--- config.mk ---
export PLATFORM = sky130hd
export DESIGN_NAME = i2s_tx_flat
export DESIGN_NICKNAME = d
export VERILOG_FILES = /design/src/rtl/i2s_tx_if.sv /design/src/rtl/i2s_tx.sv /design/src/flat_wrapper.sv
export SDC_FILE = /design/constraint.sdc
export NUM_CORES = 1
export LEC_CHECK = 0
export BUFFER_PORTS_ARGS = -buffer_cell sky130_fd_sc_hd__buf_4
export CORE_MARGIN = 4
export CORE_UTILIZATION = 54
export DETAILED_ROUTE_END_ITERATION = 8
export GPL_TIMING_DRIVEN = 0
export PLACE_DENSITY_LB_ADDON = 0.08
export SKIP_CTS_REPAIR_TIMING = 1
export SLEW_MARGIN = 25
export SYNTH_ARGS = -nofsm -noshare
export SYNTH_HDL_FRONTEND = slang
export SYNTH_SLANG_ARGS = --single-unit
--- constraint.sdc ---
create_clock -name clk -period 4.1 [get_ports clk]
set_input_delay 0.205 -clock clk [delete_from_list [all_inputs] [get_ports clk]]
set_output_delay 0.205 -clock clk [all_outputs]
set_load 0.005 [all_outputs]
--- src/rtl/i2s_tx_if.sv ---
// Sample handshake between the effect chain (master) and the I2S transmitter (slave).
// The slave accepts a sample on any clk edge where sample_valid and sample_ready are both high.
interface i2s_tx_if;
   logic [31:0] sample_in;
   logic        sample_valid;
   logic        sample_ready;

   modport master (output sample_in, output sample_valid, input sample_ready);
   modport slave  (input sample_in, input sample_valid, output sample_ready);
endinterface

--- src/rtl/i2s_tx.sv ---
// I2S transmitter: divides clk into BCLK/LRCLK and serialises a mono sample into both slots.
// One holding register decouples upstream; the last sample is replayed on underrun.
module i2s_tx #(
   parameter int CLK_DIV   = 4,
   parameter int SLOT_BITS = 32,
   parameter int DATA_BITS = 24
) (
   input  logic        clk,
   input  logic        rst_n,
   i2s_tx_if.slave     s_if,
   input  logic        i_mute,
   output logic        o_bclk,
   output logic        o_lrclk,
   output logic        o_sdata,
   output logic        o_frame_start,
   output logic        o_underrun,
   output logic [15:0] o_underrun_cnt
);
   localparam int FRAME_BITS = 2 * SLOT_BITS;
   localparam int CNT_W      = $clog2(FRAME_BITS);
   localparam int EXT_W      = 1 << CNT_W;
   localparam int DIV_W      = $clog2(CLK_DIV);

   localparam logic [DIV_W-1:0] DIV_LAST = DIV_W'(CLK_DIV - 1);
   localparam logic [CNT_W-1:0] BIT_LAST = CNT_W'(FRAME_BITS - 1);
   localparam logic [CNT_W-1:0] SLOT_LEN = CNT_W'(SLOT_BITS);
   localparam logic [CNT_W-1:0] DATA_LEN = CNT_W'(DATA_BITS);

   logic [DIV_W-1:0]     r_div_cnt;
   logic [CNT_W-1:0]     r_bit_cnt;
   logic                 r_bclk;
   logic                 r_lrclk;
   logic                 r_sdata;
   logic                 r_hold_full;
   logic                 r_ready;
   logic [DATA_BITS-1:0] r_hold;
   logic [DATA_BITS-1:0] r_frame;
   logic [DATA_BITS-1:0] r_last;
   logic                 r_frame_start;
   logic                 r_underrun;
   logic [15:0]          r_underrun_cnt;

   logic                 w_div_wrap;
   logic                 w_fall;
   logic                 w_load;
   logic                 w_xfer;
   logic [CNT_W-1:0]     w_next_bit;
   logic                 w_next_right;
   logic [CNT_W-1:0]     w_slot_pos;
   logic                 w_data_slot;
   logic [CNT_W-1:0]     w_bit_idx;
   logic [EXT_W-1:0]     w_frame_ext;
   logic [DATA_BITS-1:0] w_src;
   logic                 w_src_hold;
   logic                 w_src_none;
   logic                 w_hold_full_nxt;
   logic                 w_unused;

   assign w_div_wrap = (r_div_cnt == DIV_LAST);
   assign w_fall     = w_div_wrap & r_bclk;
   assign w_load     = w_fall & (r_bit_cnt == BIT_LAST);
   assign w_xfer     = s_if.sample_valid & r_ready;

   // Serial outputs are computed from the bit position being entered on this fall.
   assign w_next_bit   = (r_bit_cnt == BIT_LAST) ? '0 : r_bit_cnt + CNT_W'(1);
   assign w_next_right = (w_next_bit >= SLOT_LEN);
   assign w_slot_pos   = w_next_right ? (w_next_bit - SLOT_LEN) : w_next_bit;
   assign w_data_slot  = (w_slot_pos != '0) && (w_slot_pos <= DATA_LEN);
   assign w_bit_idx    = DATA_LEN - w_slot_pos;
   assign w_frame_ext  = EXT_W'(r_frame);

   assign w_unused = ^s_if.sample_in[31:DATA_BITS];

   // NOTE: every variable driven here gets a default first, so no path can infer a latch.
   always_comb begin
      w_src      = r_last;
      w_src_hold = 1'b0;
      w_src_none = 1'b0;
      if (r_hold_full) begin
         w_src      = r_hold;
         w_src_hold = 1'b1;
      end else if (w_xfer) begin
         w_src = s_if.sample_in[DATA_BITS-1:0];
      end else begin
         w_src_none = 1'b1;
      end
   end

   always_comb begin
      w_hold_full_nxt = r_hold_full;
      if (w_load) begin
         if (w_src_hold) w_hold_full_nxt = 1'b0;
      end else if (w_xfer) begin
         w_hold_full_nxt = 1'b1;
      end
   end

   // NOTE: state registers use non-blocking assignments so every flop samples pre-edge values.
   always_ff @(posedge clk or negedge rst_n) begin
      if (!rst_n) begin
         r_div_cnt <= '0;
         r_bclk    <= 1'b0;
         r_bit_cnt <= BIT_LAST;
         r_lrclk   <= 1'b1;
         r_sdata   <= 1'b0;
      end else begin
         if (w_div_wrap) begin
            r_div_cnt <= '0;
            r_bclk    <= ~r_bclk;
         end else begin
            r_div_cnt <= r_div_cnt + DIV_W'(1);
         end
         if (w_fall) begin
            r_bit_cnt <= w_next_bit;
            r_lrclk   <= w_next_right;
            r_sdata   <= w_data_slot & w_frame_ext[w_bit_idx];
         end
      end
   end

   always_ff @(posedge clk or negedge rst_n) begin
      if (!rst_n) begin
         r_hold_full <= 1'b0;
         r_ready     <= 1'b1;
         r_hold      <= '0;
         r_frame     <= '0;
         r_last      <= '0;
      end else begin
         r_hold_full <= w_hold_full_nxt;
         r_ready     <= ~w_hold_full_nxt;
         if (!w_load && w_xfer) r_hold <= s_if.sample_in[DATA_BITS-1:0];
         if (w_load) begin
            // Mute blanks the wire only; the source is still consumed and remembered.
            r_frame <= i_mute ? '0 : w_src;
            r_last  <= w_src;
         end
      end
   end

   always_ff @(posedge clk or negedge rst_n) begin
      if (!rst_n) begin
         r_frame_start  <= 1'b0;
         r_underrun     <= 1'b0;
         r_underrun_cnt <= '0;
      end else begin
         r_frame_start <= w_load;
         r_underrun    <= w_load & w_src_none;
         if (w_load && w_src_none && (r_underrun_cnt != 16'hFFFF))
            r_underrun_cnt <= r_underrun_cnt + 16'd1;
      end
   end

   assign s_if.sample_ready = r_ready;
   assign o_bclk            = r_bclk;
   assign o_lrclk           = r_lrclk;
   assign o_sdata           = r_sdata;
   assign o_frame_start     = r_frame_start;
   assign o_underrun        = r_underrun;
   assign o_underrun_cnt    = r_underrun_cnt;
endmodule

--- src/flat_wrapper.sv ---
// flat-port wrapper written by rule: the top's interface ports become plain ports
module i2s_tx_flat 
#(
   parameter int CLK_DIV   = 4,
   parameter int SLOT_BITS = 32,
   parameter int DATA_BITS = 24
)
  (clk, rst_n, i_mute, o_bclk, o_lrclk, o_sdata, o_frame_start, o_underrun, o_underrun_cnt, s_if_sample_in, s_if_sample_valid, s_if_sample_ready);
  i2s_tx_if s_if_i ();
  input  logic clk;
  input  logic rst_n;
  input  logic i_mute;
  output logic o_bclk;
  output logic o_lrclk;
  output logic o_sdata;
  output logic o_frame_start;
  output logic o_underrun;
  output logic [15:0] o_underrun_cnt;
  input wire logic [$bits(s_if_i.sample_in)-1:0] s_if_sample_in;
  input wire logic [$bits(s_if_i.sample_valid)-1:0] s_if_sample_valid;
  output wire logic [$bits(s_if_i.sample_ready)-1:0] s_if_sample_ready;
  assign s_if_i.sample_in = s_if_sample_in;
  assign s_if_i.sample_valid = s_if_sample_valid;
  assign s_if_sample_ready = s_if_i.sample_ready;
  i2s_tx #(.CLK_DIV(CLK_DIV), .SLOT_BITS(SLOT_BITS), .DATA_BITS(DATA_BITS)) u_core (.clk(clk), .rst_n(rst_n), .s_if(s_if_i), .i_mute(i_mute), .o_bclk(o_bclk), .o_lrclk(o_lrclk), .o_sdata(o_sdata), .o_frame_start(o_frame_start), .o_underrun(o_underrun), .o_underrun_cnt(o_underrun_cnt));
endmodule
==> flow_summary_export.csv, run 1 <==
group,metric,value,unit
worst_setup_path,r2r-start,"u_core.r_bit_cnt[1]$_DFFE_PN1P_",
synth,yosysWarnings,0,
hold_path,holdCritPathClass,"input pin to register",
clocking,cts_buffers,9,
synth,syn_area_per_cell,10.7,sq um
worst_setup_path,crit_top_cell,"nand2_1",
floorplanning,die_h,102,um
worst_setup_path,critPathKind,"register to register",
clocking,clock-sinks,103,
final_layout,layout_common_cells,"95 x dfrtp_1, 66 x nand2_1, 57 x o21ai_0",
timing,max_slew_margin,60.0,%
run,timing.max_cap.violations,0,
timing,post-route-min-period,2.62,ns
floorplanning,dieWidth,102,um
timing,max_slew.worst_pin.slew,0.600,ns
global_routing,grt.overflow.total,0,
worst_setup_path,critPathCaptureType,"register",
timing,period_share,63.9,%
timing,finClkSkew,0.0110,ns
route,finalWirelength,10200,um
floorplanning,core-area,8680,sq um
timing,final.setup.tns,0,ns
synth,ys_ff_latch,103,
clocking,cts_buffer_depth,2,
final_layout,finalInstanceArea,5520,sq um
synth,syn_inst,447,
route,wire_per_inst,16.4,um
worst_setup_path,cpMaxStageDelayCell,"dfstp_2",
worst_setup_path,startpoint_type,"register",
worst_setup_path,cp_top_family,"simple AND/OR/NAND/NOR gates",
clocking,cts_tree,"yes",
clocking,clk_latency,0.38,ns
final_layout,fin_util,63.7,%
worst_setup_path,crit_chain,"ha_1 > nand2_1 > nor2_4 > nand2_1 > inv_1 > o311a_1 > buf_4 > and4_1 > buf_2 > nand3_1 > xnor2_1",
synth,synth_edf_count,0,
route,drt_drc_violations_left,0,
placed_design,place_congestion,0.828,
final_layout,diodes,0,
floorplanning,start_util,55.2,%
route,drtAntennaViolNets,0,
power,ir_drop,0.000254,V
synth,yosys.cell_types.count,43,
worst_setup_path,slowest_delay,0.62,ns
power,powerDensity,374,nW/um^2
timing,rsz0062_at_grt,"no",
placed_design,hpwl,6950,um
global_routing,grt_usage,21.1,%
outcome,outcome,"finished, final reports clean",
synth,syn-cell-area,4790,sq um
route,drt_iter0_drc,174,
final_layout,layout.cells.most_common,"dfrtp_1",
hold_path,min_delay_path_depth,2,
worst_setup_path,reg2reg_to,"u_core.o_underrun_cnt[9]$_DFFE_PN0P_",
worst_setup_path,reg2reg_slack,1.48,ns
final_layout,areaGrowthSynthToFinish,15.3,%
final_layout,drive_gt1_share,23.0,%
final_layout,fin_nets,548,
clocking,path_clk_slew,0.11,ns
floorplanning,rows,34,
worst_setup_path,crit_fanout,9,
timing,setup_viol,0,
floorplanning,ios,58,
route,dr_total_vias,3450,
worst_setup_path,worst-path-buf-inv,3,
route,viasPerCell,5.55,
floorplanning,fp.dieArea,10400,sq um
power,p_leak,2.53,nW
timing,max_freq,382,MHz
synth,synth_ff_type,"dfrtp_1",
synth,synth_nets,486,
hold_path,whs_endpoint,"u_core.r_hold[9]$_DFFE_PN0P_",
placed_design,placed_cell_area,5300,sq um
clocking,cts_max_level,3,
placed_design,portBuffers,49,
clocking,cts-root-buf,"clkbuf_8",
route,first_pass_iters,5,
worst_setup_path,reg2regPathDepth,11,
global_routing,grt_start_max_net_pins,104,
worst_setup_path,cp.required,4.38,ns
power,p_total,2.07,mW
global_routing,grt_pass1_wl,17200,um
synth,ys_seq_area_share,54.0,%
hold_path,hold_start,"s_if_sample_in[9]",
timing,slew_violations,0,
global_routing,grt_pass1_vias,3430,
synth,synthArstFlopShare,100,%
worst_setup_path,arrival,2.90,ns
global_routing,antenna_found_initial,0,
timing,hold_viol,0,
-- per-stage QoR --
step / hold WS, ns / cells / setup WS (ns)
after floorplan: -0.0906 / 447 / 1.73
after detailed placement: 0.393 / 604 / 1.50
after global placement: 0.413 / 604 / 1.53
after CTS: -0.0321 / 620 / 1.48
after global routing: 0.0368 / 622 / 1.33
final: 0.0553 / 622 / 1.48
-- worst reg2reg max path, delay by kind of cell, from the launching register on --
kind	cells	cell delay, ns
compound gates	1	0.18
simple gates	5	0.83
flops	1	0.62
fa+ha+maj	1	0.28
xor+xnor	1	0.14
buf+inv	3	0.48
-- synth_stat cells, types with 5 or more instances --
master	number	area [sq um]
mux2i_1	29	290
buf_2	7	35.0
a21oi_1	24	120
xnor2_1	18	158
o21ai_0	57	285
dfstp_2	8	210
nand4_1	8	50.1
nand2_1	66	248
mux2_2	26	293
clkbuf_1	18	67.6
dfrtp_1	95	2380
nand3_1	5	25.0
nor2_1	29	109
-- kinds of logic (layout without fill, tap and decap cells) --
| family | count (synthesis) | count (layout) | synth area share (%) |
|---|---|---|---|
| flip-flops | 103 | 103 | 54.0 |
| multiplexers | 60 | 60 | 14.8 |
| AND/OR/NAND/NOR | 132 | 132 | 12.4 |
| AO/OA/AOI/OAI | 94 | 94 | 10.8 |
| buffers and inverters | 34 | 101 | 3.34 |
| XOR/XNOR | 21 | 21 | 3.84 |
| adder cells (fa/ha/maj) | 3 | 3 | 0.783 |
-- how the worst max path moves through the flow --
stage | from | slack (ns) | to | cells after the start
2_1_floorplan | u_core.r_bit_cnt[1]$_DFFE_PN1P_ | 1.73 | u_core.o_sdata$_DFFE_PN0P_ | 6
4_1_cts | u_core.r_bit_cnt[1]$_DFFE_PN1P_ | 1.48 | u_core.o_underrun_cnt[9]$_DFFE_PN0P_ | 11
3_5_place_dp | u_core.r_bit_cnt[1]$_DFFE_PN1P_ | 1.50 | u_core.o_underrun_cnt[9]$_DFFE_PN0P_ | 11
3_3_place_gp | u_core.r_bit_cnt[1]$_DFFE_PN1P_ | 1.53 | u_core.o_underrun_cnt[9]$_DFFE_PN0P_ | 11
5_1_grt | u_core.r_bit_cnt[1]$_DFFE_PN1P_ | 1.33 | u_core.o_underrun_cnt[9]$_DFFE_PN0P_ | 11
6_report | u_core.r_bit_cnt[1]$_DFFE_PN1P_ | 1.48 | u_core.o_underrun_cnt[9]$_DFFE_PN0P_ | 11
-- metal layers --
metal  GRT usage [%]  share of wire [%]  vias up
li1                -                  -     1667
met1            30.4                 47     1698
met2            32.4                 48       67
met3            4.51                4.1       18
met4            6.46                1.7        0
met5               0                  0        -
-- report_power, final --
group	switching, mW	leakage (nW)	internal, mW
logic	0.133	1.34	0.143
registers	0.0506	1.09	1.11
clock network	0.392	0.0956	0.236
-- registers in the layout (all words and copies together), names as in the netlist, 2 cells and up --
| signal | flops |
|---|---|
| u_core.r_frame | 24 |
| u_core.o_underrun_cnt | 16 |
| u_core.r_hold | 24 |
| u_core.r_last | 24 |
| u_core.r_bit_cnt | 6 |
| u_core.r_div_cnt | 2 |
-- layout make-up --
cell class / count / area (sq um)
Sequential cell: 103 / 2590
Clock buffer: 9 / 124
Fill cell: 748 / 3150
Buffer: 30 / 145
Timing Repair Buffer: 51 / 409
Inverter: 4 / 15.0
Multi-Input combinational cell: 310 / 2040
Clock inverter: 7 / 63.8
Tap cell: 108 / 135
Power figures use the tool's default switching activity.
==> run 2, diff against run 1 <==
--- a/config.mk
+++ b/config.mk
@@ -7,7 +7,7 @@
 export LEC_CHECK = 0
 export BUFFER_PORTS_ARGS = -buffer_cell sky130_fd_sc_hd__buf_4
 export CORE_MARGIN = 4
-export CORE_UTILIZATION = 54
+export CORE_UTILIZATION = 52
 export DETAILED_ROUTE_END_ITERATION = 8
 export GPL_TIMING_DRIVEN = 0
 export PLACE_DENSITY_LB_ADDON = 0.08
==> constraint.sdc (replaced) <==
create_clock -name clk -period 2.19 [get_ports clk]
set_input_delay 0.1095 -clock clk [delete_from_list [all_inputs] [get_ports clk]]
set_output_delay 0.1095 -clock clk [all_outputs]
set_load 0.005 [all_outputs]
==> flow_summary_export.csv, run 2 (synthesized netlist as in run 1, its figures left out) <==
group,metric,value,unit
final_layout,layout.cells.most_common,"dfrtp_1",
route,first_pass_iters,4,
clocking,cts_tree,"yes",
final_layout,diodes,0,
floorplanning,die_h,104,um
global_routing,grt_start_max_net_pins,104,
floorplanning,core-area,8850,sq um
route,drt_drc_violations_left,0,
worst_setup_path,cpMaxStageDelayCell,"dfstp_2",
clocking,path_clk_slew,0.11,ns
timing,slew_violations,0,
hold_path,whs_endpoint,"u_core.r_frame[1]$_DFFE_PN0P_",
placed_design,place_congestion,0.789,
timing,final.setup.tns,-0.218,ns
global_routing,grt_pass1_wl,17500,um
worst_setup_path,critPathKind,"register to register",
clocking,clk_latency,0.37,ns
final_layout,areaGrowthSynthToFinish,25.1,%
timing,max_freq,415,MHz
route,dr_total_vias,3613,
hold_path,hold_start,"i_mute",
outcome,failed_checks,"setup timing",
placed_design,placed_cell_area,5310,sq um
final_layout,multi_input_area,2110,sq um
route,drt_iter0_drc,109,
worst_setup_path,reg2reg_to,"u_core.o_sdata$_DFFE_PN0P_",
power,powerDensity,662,nW/um^2
final_layout,largestRegisters,"u_core.r_frame (24), u_core.r_hold (24), u_core.r_last (24)",
global_routing,grt_pass1_vias,3509,
worst_setup_path,worst-path-buf-inv,1,
timing,max_slew_margin,37.9,%
route,drtAntennaViolNets,0,
worst_setup_path,reg2reg_slack,-0.22,ns
worst_setup_path,cp.required,2.44,ns
route,viasPerCell,5.47,
power,p_total,3.97,mW
clocking,cts_buffer_depth,2,
floorplanning,start_util,54.2,%
timing,period_share,110,%
timing,post-route-min-period,2.41,ns
worst_setup_path,slowest_delay,0.63,ns
timing,hold_viol,0,
power,ir_drop,0.000454,V
clocking,cts_buffers,9,
placed_design,hpwl,7060,um
placed_design,dp.cells,604,
global_routing,antenna_found_initial,0,
placed_design,portBuffers,49,
worst_setup_path,cp_top_family,"multiplexers",
timing,max_slew.worst_pin.slew,0.932,ns
final_layout,ff_latch_area,2590,sq um
floorplanning,fp.dieArea,10800,sq um
final_layout,drive_gt1_share,27.4,%
power,p_leak,2.79,nW
route,wire_per_inst,16.1,um
final_layout,n_fill_cell,706,
worst_setup_path,arrival,2.66,ns
final_layout,layout_common_cells,"95 x dfrtp_1, 63 x buf_4, 62 x nand2_1",
clocking,cts_max_level,3,
worst_setup_path,reg2regPathDepth,6,
clocking,cts-root-buf,"clkbuf_8",
outcome,outcome,"finished with violations",
global_routing,grt_usage,19.9,%
final_layout,fin_nets,586,
worst_setup_path,r2r-start,"u_core.r_bit_cnt[1]$_DFFE_PN1P_",
floorplanning,rows,34,
timing,finClkSkew,0.0175,ns
final_layout,layoutNonFillerInstCount,660,
worst_setup_path,crit_chain,"ha_4 > buf_12 > mux4_2 > mux2_2 > a2111o_1 > a32o_1",
timing,timing.hold.ws,0.158,ns
floorplanning,dieWidth,104,um
clocking,clock-sinks,103,
hold_path,min_delay_path_depth,3,
timing,rsz0062_at_grt,"yes",
timing,setup_viol,1,
final_layout,finalInstanceArea,5990,sq um
hold_path,holdCritPathClass,"input pin to register",
worst_setup_path,critPathCaptureType,"register",
worst_setup_path,startpoint_type,"register",
timing,final.setup.worst_slack,-0.218,ns
global_routing,grt.overflow.total,0,
run,timing.max_cap.violations,0,
worst_setup_path,crit_fanout,7,
floorplanning,ios,58,
route,finalWirelength,10600,um
run 2: changes by cell type in the layout (fill, tap and decap cells not counted), sizes merged:
cell,change
clkbuf,+2
inv,-3
clkinv,+1
dlygate4sd3,+24
buf,+13
bufinv,+1
run 2: cell type report:
cell class              instances  area share [%]
flip-flops and latches        103            43.2
inverters                       4           0.292
clock buffers                  10            2.13
repair buffers                 89            12.3
multi-input cells             310            35.3
well taps                     108            2.25
plain buffers                  30            3.22
clock inverters                 6            1.34
run 2: per-layer routing:
layer | wire [um] | global-route usage (%)
met5 | 0 | 0
met4 | 212 | 6.55
met3 | 380 | 4.66
met2 | 5150 | 32.1
met1 | 4900 | 26.7
run 2: worst max-delay path by stage:
stage | start | to | slack (ns) | cells after the start
finish | u_core.r_bit_cnt[1]$_DFFE_PN1P_ | u_core.o_sdata$_DFFE_PN0P_ | -0.22 | 6
global route | u_core.r_bit_cnt[1]$_DFFE_PN1P_ | u_core.o_sdata$_DFFE_PN0P_ | -0.27 | 6
CTS | u_core.r_bit_cnt[1]$_DFFE_PN1P_ | u_core.o_underrun_cnt[9]$_DFFE_PN0P_ | -0.32 | 11
detailed placement | u_core.r_bit_cnt[1]$_DFFE_PN1P_ | u_core.o_underrun_cnt[9]$_DFFE_PN0P_ | -0.31 | 11
global placement | u_core.r_bit_cnt[1]$_DFFE_PN1P_ | u_core.o_underrun_cnt[9]$_DFFE_PN0P_ | -0.28 | 11
floorplan | u_core.r_bit_cnt[1]$_DFFE_PN1P_ | u_core.o_sdata$_DFFE_PN0P_ | -0.12 | 6
run 2: power breakdown:
part / internal, mW / switching [mW] / total [mW]
sequential: 2.09 / 0.0953 / 2.18
combinational: 0.294 / 0.260 / 0.553
clock: 0.547 / 0.685 / 1.23
run 2: worst min-delay path, cell delays in order:
cell and delay, ns:
buf_4 0.08, nand2b_1 0.21, o21ai_0 0.10
run 2: stage by stage:
stage	setup slack (ns)	utilization (%)
after floorplan	-0.115	-
after global placement	-0.282	60.0
after detailed placement	-0.312	60.0
after CTS	-0.318	62.4
after global routing	-0.266	67.7
final	-0.218	67.7
==> run 3, diff against run 2 <==
--- a/config.mk
+++ b/config.mk
@@ -11,6 +11,7 @@
 export DETAILED_ROUTE_END_ITERATION = 8
 export GPL_TIMING_DRIVEN = 0
 export PLACE_DENSITY_LB_ADDON = 0.08
+export REMOVE_ABC_BUFFERS = 1
 export SKIP_CTS_REPAIR_TIMING = 1
 export SLEW_MARGIN = 25
 export SYNTH_ARGS = -nofsm -noshare
==> flow_summary_export.csv, run 3 (synthesized netlist as in run 1, its figures left out) <==
group,metric,value,unit
outcome,outcome,"finished with violations",
outcome,failed_checks,"setup timing",
timing,slew_violations,0,
global_routing,antenna_found_initial,0,
worst_setup_path,cpMaxStageDelayCell,"dfstp_2",
global_routing,grt_usage,17.6,%
power,ir_drop,0.000381,V
route,drtAntennaViolNets,0,
clocking,cts_buffers,9,
final_layout,layout.cells.most_common,"dfrtp_1",
worst_setup_path,reg2reg_slack,-0.17,ns
run,timing.max_cap.violations,0,
worst_setup_path,cp_top_family,"multiplexers",
worst_setup_path,crit_fanout,6,
final_layout,finalInstanceArea,5940,sq um
clocking,cts_max_level,3,
final_layout,areaGrowthSynthToFinish,23.9,%
route,first_pass_iters,4,
timing,final.setup.worst_slack,-0.170,ns
clocking,clk_latency,0.37,ns
worst_setup_path,slowest_delay,0.61,ns
worst_setup_path,reg2regPathDepth,5,
timing,max_slew_margin,73.9,%
clocking,cts-root-buf,"clkbuf_8",
power,powerDensity,653,nW/um^2
power,p_leak,2.73,nW
worst_setup_path,critPathKind,"register to register",
worst_setup_path,worst-path-buf-inv,0,
placed_design,placed_cell_area,5240,sq um
placed_design,place_congestion,0.799,
worst_setup_path,crit_chain,"ha_4 > mux4_2 > mux2_2 > a2111o_1 > a32o_1",
global_routing,grt_start_max_net_pins,104,
route,drt_drc_violations_left,0,
timing,setup_viol,1,
global_routing,grt.overflow.total,0,
final_layout,drive_gt1_share,27.0,%
placed_design,portBuffers,49,
timing,post-route-min-period,2.36,ns
power,p_total,3.88,mW
clocking,cts_buffer_depth,2,
timing,max_slew.worst_pin.slew,0.382,ns
worst_setup_path,reg2reg_to,"u_core.o_sdata$_DFFE_PN0P_",
floorplanning,core-area,8850,sq um
floorplanning,start_util,54.2,%
route,wire_per_inst,15.8,um
route,drt_iter0_drc,167,
route,viasPerCell,5.48,
final_layout,n_fill_cell,714,
final_layout,largestRegisters,"u_core.r_frame (24), u_core.r_hold (24), u_core.r_last (24)",
floorplanning,fp.dieArea,10800,sq um
clocking,clock-sinks,103,
hold_path,holdCritPathClass,"input pin to async pin",
clocking,cts_tree,"yes",
global_routing,grt_pass1_vias,3234,
timing,hold_viol,0,
final_layout,diodes,0,
floorplanning,dieWidth,104,um
worst_setup_path,startpoint_type,"register",
floorplanning,die_h,104,um
worst_setup_path,cp.required,2.44,ns
final_layout,layout_common_cells,"94 x dfrtp_1, 67 x buf_4, 64 x nand2_1",
route,finalWirelength,10100,um
placed_design,hpwl,5940,um
global_routing,grt_pass1_wl,15800,um
worst_setup_path,critPathCaptureType,"register",
route,dr_total_vias,3511,
final_layout,fin_nets,567,
worst_setup_path,r2r-start,"u_core.r_bit_cnt[1]$_DFFE_PN1P_",
timing,finClkSkew,0.0175,ns
placed_design,place_ws,-1.03,ns
floorplanning,ios,58,
timing,max_freq,424,MHz
timing,period_share,108,%
floorplanning,rows,34,
worst_setup_path,arrival,2.61,ns
timing,timing.hold.ws,0.175,ns
timing,rsz0062_at_grt,"yes",
clocking,path_clk_slew,0.10,ns
run 3: per-layer routing:
metal | up-vias | global-route usage, % | routed length (um)
met5 | - | 0 | 0
li1 | 1719 | - | -
met1 | 1720 | 23.7 | 4790
met3 | 10 | 3.72 | 359
met2 | 62 | 29.2 | 4850
met4 | 0 | 4.94 | 102
run 3: stage by stage:
stage,util (%),setup TNS (ns),instances
2_1_floorplan,-,-81.72,417
3_3_place_gp,58.2,-188.60,574
3_5_place_dp,59.2,-46.84,577
4_1_cts,61.3,-48.06,593
5_1_grt,67.1,-0.302,641
6_report,67.1,-0.170,641
run 3: worst reg2reg max path, delay by kind of cell, from the launching register on:
family / cells / cell delay, ns
muxes: 2 / 0.78
adders and majority gates: 1 / 0.21
AOI/OAI and AO/OA: 2 / 0.66
DFF: 1 / 0.61
run 3: layout make-up:
class	count	area, sq um	area share, %
flip-flops and latches	103	2590	43.6
multi-input cells	312	2140	36.1
repair buffers	98	865	14.6
well taps	108	135	2.28
clock inverters	6	50.0	0.843
inverters	4	18.8	0.316
clock buffers	10	138	2.32
run 3: power breakdown:
part | total (mW) | internal, mW | switching (mW)
sequential | 2.19 | 2.09 | 0.0993
combinational | 0.545 | 0.305 | 0.239
clock | 1.15 | 0.461 | 0.684
total | 3.88 | 2.85 | 1.02
run 3: worst max-delay path by stage:
stage,start,endpoint,slack [ns],cells past startpoint
2_1_floorplan,u_core.r_bit_cnt[0]$_DFFE_PN1P_,u_core.r_hold[0]$_DFFE_PN0P_,-1.68,7
3_3_place_gp,u_core.r_bit_cnt[0]$_DFFE_PN1P_,u_core.r_hold[12]$_DFFE_PN0P_,-3.36,7
3_5_place_dp,u_core.r_bit_cnt[0]$_DFFE_PN1P_,u_core.o_underrun_cnt[9]$_DFFE_PN0P_,-1.03,9
4_1_cts,u_core.r_bit_cnt[0]$_DFFE_PN1P_,u_core.o_underrun_cnt[9]$_DFFE_PN0P_,-1.04,9
5_1_grt,u_core.r_bit_cnt[0]$_DFFE_PN1P_,u_core.o_sdata$_DFFE_PN0P_,-0.26,5
6_report,u_core.r_bit_cnt[1]$_DFFE_PN1P_,u_core.o_sdata$_DFFE_PN0P_,-0.17,5
